[src/rtl/ceps_delta.sv]
// ceps_delta: rings the most recent cepstral frames from the DCT and, per completed
// frame, emits the +/-2 frame regression delta alongside the centre-frame static value.
module ceps_delta #(
  parameter int          NUM_CEPS   = 12,
  parameter int          CEPS_WIDTH = 16,
  parameter logic [15:0] RECIP      = 16'd3277,
  parameter int          NUM_SLOTS  = 6
) (
  input  logic                          clk,
  input  logic                          rst,
  input  logic                          in_valid,
  input  logic [$clog2(NUM_CEPS)-1:0]   frame_ptr_i,
  input  logic signed [CEPS_WIDTH-1:0]  ceps_in,
  input  logic                          start_i,
  output logic                          delta_valid_o,
  output logic [$clog2(NUM_CEPS)-1:0]   delta_ptr_o,
  output logic signed [CEPS_WIDTH-1:0]  delta_out,
  output logic signed [CEPS_WIDTH-1:0]  static_out,
  output logic                          delta_done_o,
  output logic                          overrun_o
);
  localparam int PW = $clog2(NUM_CEPS);
  localparam int SW = $clog2(NUM_SLOTS);
  localparam int NW = CEPS_WIDTH + 3;
  localparam int RW = $bits(RECIP) + 1;
  localparam int MW = NW + RW;
  localparam logic [PW-1:0] LAST_K = PW'(NUM_CEPS - 1);
  localparam logic [SW-1:0] LAST_SLOT = SW'(NUM_SLOTS - 1);
  localparam logic [2:0] WARM_FRAMES = 3'd5;
  localparam logic signed [MW-1:0] HALF = MW'(16384);
  localparam logic signed [MW-1:0] MAXV = MW'(2**(CEPS_WIDTH-1) - 1);
  localparam logic signed [MW-1:0] MINV = -MAXV - MW'(1);

  typedef enum logic [1:0] {IDLE, RUN, DRAIN, DONE} state_t;

  state_t        state;
  logic [SW-1:0] wr_slot;
  logic [SW-1:0] newest;
  logic [2:0]    frames_seen;
  logic [PW-1:0] k;

  logic signed [CEPS_WIDTH-1:0] ring_mem [NUM_SLOTS][NUM_CEPS];

  logic signed [NW-1:0]         c_tp2, c_tp1, c_tm1, c_tm2;
  logic signed [CEPS_WIDTH-1:0] c_t;
  logic signed [NW-1:0]         num_k;

  logic                         s1_valid;
  logic [PW-1:0]                s1_ptr;
  logic signed [NW-1:0]         s1_num;
  logic signed [CEPS_WIDTH-1:0] s1_static;

  logic signed [MW-1:0]         prod;
  logic signed [MW-1:0]         rounded;
  logic signed [CEPS_WIDTH-1:0] delta_sat;

  function automatic logic [SW-1:0] slot_back(input logic [SW-1:0] s, input int back);
    int t;
    t = int'(s) - back;
    if (t < 0) t = t + NUM_SLOTS;
    return SW'(t);
  endfunction

  // Buffer is never cleared; warm-up counting keeps stale slots out of the window.
  always_ff @(posedge clk) begin
    if (in_valid && frame_ptr_i <= LAST_K)
      ring_mem[wr_slot][frame_ptr_i] <= ceps_in;
  end

  always_comb begin
    c_tp2 = NW'(ring_mem[slot_back(newest, 0)][k]);
    c_tp1 = NW'(ring_mem[slot_back(newest, 1)][k]);
    c_t   = ring_mem[slot_back(newest, 2)][k];
    c_tm1 = NW'(ring_mem[slot_back(newest, 3)][k]);
    c_tm2 = NW'(ring_mem[slot_back(newest, 4)][k]);
    num_k = ((c_tp2 - c_tm2) <<< 1) + (c_tp1 - c_tm1);
  end

  always_comb begin
    prod    = MW'(s1_num) * MW'($signed({1'b0, RECIP}));
    rounded = (prod + HALF) >>> 15;
    if (rounded > MAXV)      delta_sat = CEPS_WIDTH'(MAXV);
    else if (rounded < MINV) delta_sat = CEPS_WIDTH'(MINV);
    else                     delta_sat = CEPS_WIDTH'(rounded);
  end

  always_ff @(posedge clk) begin
    if (rst) begin
      state        <= IDLE;
      wr_slot      <= '0;
      newest       <= '0;
      frames_seen  <= '0;
      k            <= '0;
      delta_done_o <= 1'b0;
      overrun_o    <= 1'b0;
    end else begin
      delta_done_o <= 1'b0;
      case (state)
        IDLE: begin
          if (start_i) begin
            newest  <= wr_slot;
            wr_slot <= (wr_slot == LAST_SLOT) ? '0 : wr_slot + 1'b1;
            if (frames_seen != WARM_FRAMES) frames_seen <= frames_seen + 1'b1;
            if (frames_seen >= WARM_FRAMES - 3'd1) begin
              state <= RUN;
              k     <= '0;
            end
          end
        end
        RUN: begin
          if (k == LAST_K) begin
            state <= DRAIN;
            k     <= '0;
          end else begin
            k <= k + 1'b1;
          end
        end
        DRAIN: state <= DONE;
        DONE: begin
          state        <= IDLE;
          delta_done_o <= 1'b1;
        end
        default: state <= IDLE;
      endcase
      // A frame-done strobe while busy is dropped; the in-flight frame continues untouched.
      if (start_i && state != IDLE) overrun_o <= 1'b1;
    end
  end

  always_ff @(posedge clk) begin
    if (rst) begin
      s1_valid      <= 1'b0;
      s1_ptr        <= '0;
      s1_num        <= '0;
      s1_static     <= '0;
      delta_valid_o <= 1'b0;
      delta_ptr_o   <= '0;
      delta_out     <= '0;
      static_out    <= '0;
    end else begin
      s1_valid <= (state == RUN);
      if (state == RUN) begin
        s1_ptr    <= k;
        s1_num    <= num_k;
        s1_static <= c_t;
      end
      delta_valid_o <= s1_valid;
      if (s1_valid) begin
        delta_ptr_o <= s1_ptr;
        delta_out   <= delta_sat;
        static_out  <= s1_static;
      end
    end
  end
endmodule

[config.mk]
export PLATFORM = sky130hd
export DESIGN_NAME = ceps_delta
export DESIGN_NICKNAME = d
export VERILOG_FILES = /design/src/rtl/ceps_delta.sv
export SDC_FILE = /design/constraint.sdc
export NUM_CORES = 2
export LEC_CHECK = 0
export CORE_UTILIZATION = 35
export CTS_CLUSTER_DIAMETER = 100
export DETAILED_ROUTE_END_ITERATION = 16
export GPL_ROUTABILITY_DRIVEN = 0
export PLACE_DENSITY = 0.45
export SLEW_MARGIN = 10
export SYNTH_ARGS = -nofsm -noshare
export SYNTH_HDL_FRONTEND = slang
export SYNTH_SLANG_ARGS = --single-unit
[constraint.sdc]
create_clock -name clk -period 11.1 [get_ports clk]
set_input_delay 1.11 -clock clk [delete_from_list [all_inputs] [get_ports clk]]
set_output_delay 1.11 -clock clk [all_outputs]
set_load 0.03 [all_outputs]
==> metrics.txt <==
status complete, no violations; vias in the first global route approximately 56000; Final nets around 5800; Clock Sink Count approximately 1200; layout cell share with drive strength beyond 1 slightly above 30%; Vias 57200; Root Buffer clkbuf_16; GRT Total Usage a little over a quarter; startpoint types flop; global-route wire length before repair 452 mm; post-synthesis net count 5886; P&R area growth vs syn 11.2%; port bufs 62; share of the synthesized area in the top cell type between 40% and 50%; Multi-input gate area 0.0450 sq mm; FFs w/ async S/R, synth 0%; Worst slew margin 15.1%; delay-heaviest family, CP compound AO/OA/AOI/OAI gates; FF+latch count, synth around 1200; gate count after technology mapping between 5000 and 6000; Critical Path RT around 12000 ps; CTS max path bufs 3; top-count cell post-synth edfxtp_1; Site Rows about 180; die height between 400 and 500 microns; register area 0.0366 sq mm; Avg Cell Area, Syn about 15 sq um; Post-DRT Antenna Nets 0; EDFF count, synth roughly 1200; post-route minimum period slightly above 8000 ps; TritonCTS clock tree built; DRC Markers 0; core area around 0.24 sq mm; Die W 492 microns; CP most frequent cell a21oi_1; cell breakdown of the critical path inv_8 -> ha_1 -> xor2_4 -> buf_4 -> mux4_2 -> mux2i_1 -> mux4_2 -> a21oi_1 -> a22oi_1 -> fa_1 -> ha_1 -> a21oi_1 -> nor2b_1 -> a311o_1 -> o31ai_1 -> o211ai_1 -> a311oi_1 -> a21oi_1 -> xnor2_1 -> a211oi_1; Synth area leaders edfxtp_1, mux4_2, mux2i_1; die area between 0.2 and 0.25 sq mm; # setup viols final 0; P_leak just under 0.03 uW; Ys Warns 0; Detail Placement HPWL 207 mm; VDD IR max 0.187 mV; Starting Density between 30% and 40%; count of cell types in the netlist between 80 and 90; Critical Path Max Stage Delay 770 ps; sequential share of the synthesized area between 40 and 50%; drt wl/cell between 30 and 40 microns; DRT Wirelength roughly 320 mm; Setup TNS 0 ps; prevailing post-synth register cell edfxtp_1; MaxCap Viol Count 0; final period utilization approximately 74%; unrepaired setup endpoints after global routing false; H-tree lvl count 4; Worst Tran Pin Value roughly 1300 ps; Synth area leader edfxtp_1; Finished Layout Cells 8816; critical-path maximum fanout 53; Max Fclk 123 MHz; DR vias/cell between 6 and 7; pin count of the biggest net entering global routing about 130; initial antenna violation count 25; hold_buf cts 0; Filler Cell Count 21900; Overflow after GRT 0; Worst Path Arrival between 8000 and 9000 ps; clk_lat worst skew around 840 ps; WS Path Type flop to flop; critical path capture point type flop; synthesized area 0.0842 sq mm; Clock Pin Slew Worst Setup and Hold Paths around 60 ps; Pins Over Slew Limit 0; Slowest cell on crit path buf_4; final core occ 39.2%; Worst Path Buf+Inv 2; Final Hold Violating Endpoints 0; Synth top cells by count edfxtp_1, mux4_2, nor2_1, mux2i_1, nand2_1; DR iter-0 viols about 7700; IO Count 63; CTS Buf Count approximately 160; final setup skew ~40 ps; 1st-pass router iterations 6; PD cells about 180 mW/mm^2; post-CTS setup buffer count 0; worst hold path class flop to flop; Inst Count DP 8515; Resized Gates After CTS 0
[power breakdown]
part           internal, uW  switching (uW)  total, uW  leakage [uW]
Clock                  3210            2220       5430       0.00261
Sequential             5220             134       5350        0.0112
Combinational          2490            3490       5970        0.0152
Total                 10900            5840      16800        0.0290
[sequential cells by signal, summed over array words and instances (netlist names), named ones only]
signal and count:
delta_done_o 1, delta_out 16, delta_ptr_o 4, delta_valid_o 1, frames_seen 3, k 4, newest 3, overrun_o 1
ring_mem 1152, s1_num 19, s1_ptr 4, s1_static 16, s1_valid 1, state 2, static_out 16, wr_slot 3
[area by class of cell]
class	count	area share, %
clock inverters	97	1.21
well taps	3167	4.23
flip-flops and latches	1249	39.1
clock buffers	198	4.55
repair buffers	244	2.30
multi-input cells	3728	48.1
inverters	127	0.532
diodes	6	0.0160
[cells by family after synthesis]
kind of cell / count (synthesis) / synth area share (%)
flops: 1249 / 43.4
compound gates: 826 / 6.31
buf+inv: 632 / 3.85
mux: 1609 / 36.2
fa+ha+maj: 253 / 4.61
simple gates: 973 / 4.85
xor+xnor: 67 / 0.733
[cell usage in the layout (no fill, tap or decap), types with 58 or more instances in the layout]
cell type  count
dfxtp_1       88
clkbuf_16    164
nand2_1      335
o21ai_0      127
nor2_4        62
nor2_1       377
ha_1         154
nand3_1       58
edfxtp_1    1152
inv_1        120
mux4_2      1146
a21oi_1      289
a211oi_1     126
fa_1          95
buf_4        163
mux2i_1      422
[layer usage]
metal	track usage [%]	up-vias	wire (microns)
li1	-	23000	-
met2	40.5	3015	147000
met5	0	-	50
met4	9.84	8	12700
met1	37.1	30700	136000
met3	5.52	493	28100
[path summary, 6_finish.rpt]
kind,depth (start not counted),slack [ps],to,startpoint
worst max-delay path,20,2940,s1_num[18],newest[0]
worst min-delay path,2,470,overrun_o,overrun_o
worst max register to register,20,2940,s1_num[18],newest[0]
worst min register to register,2,470,overrun_o,overrun_o
[stage by stage]
stage	hold slack (ps)	setup slack [ps]	total power [uW]	area (sq um)
floorplan	460	4480	9620	84200
global placement	453	3030	11400	88200
detailed placement	463	3080	11400	88200
CTS	479	3040	16900	93600
global route	505	2620	17600	93600
finish	473	2940	16800	93600
[tightest hold or removal path: cells and delay by family (launching register included)]
family,cells,cell delay [ps]
AOI/OAI and AO/OA,1,40
DFF,1,330
and+or+nand+nor,1,70
No activity file was read; power rests on OpenSTA's default activity.
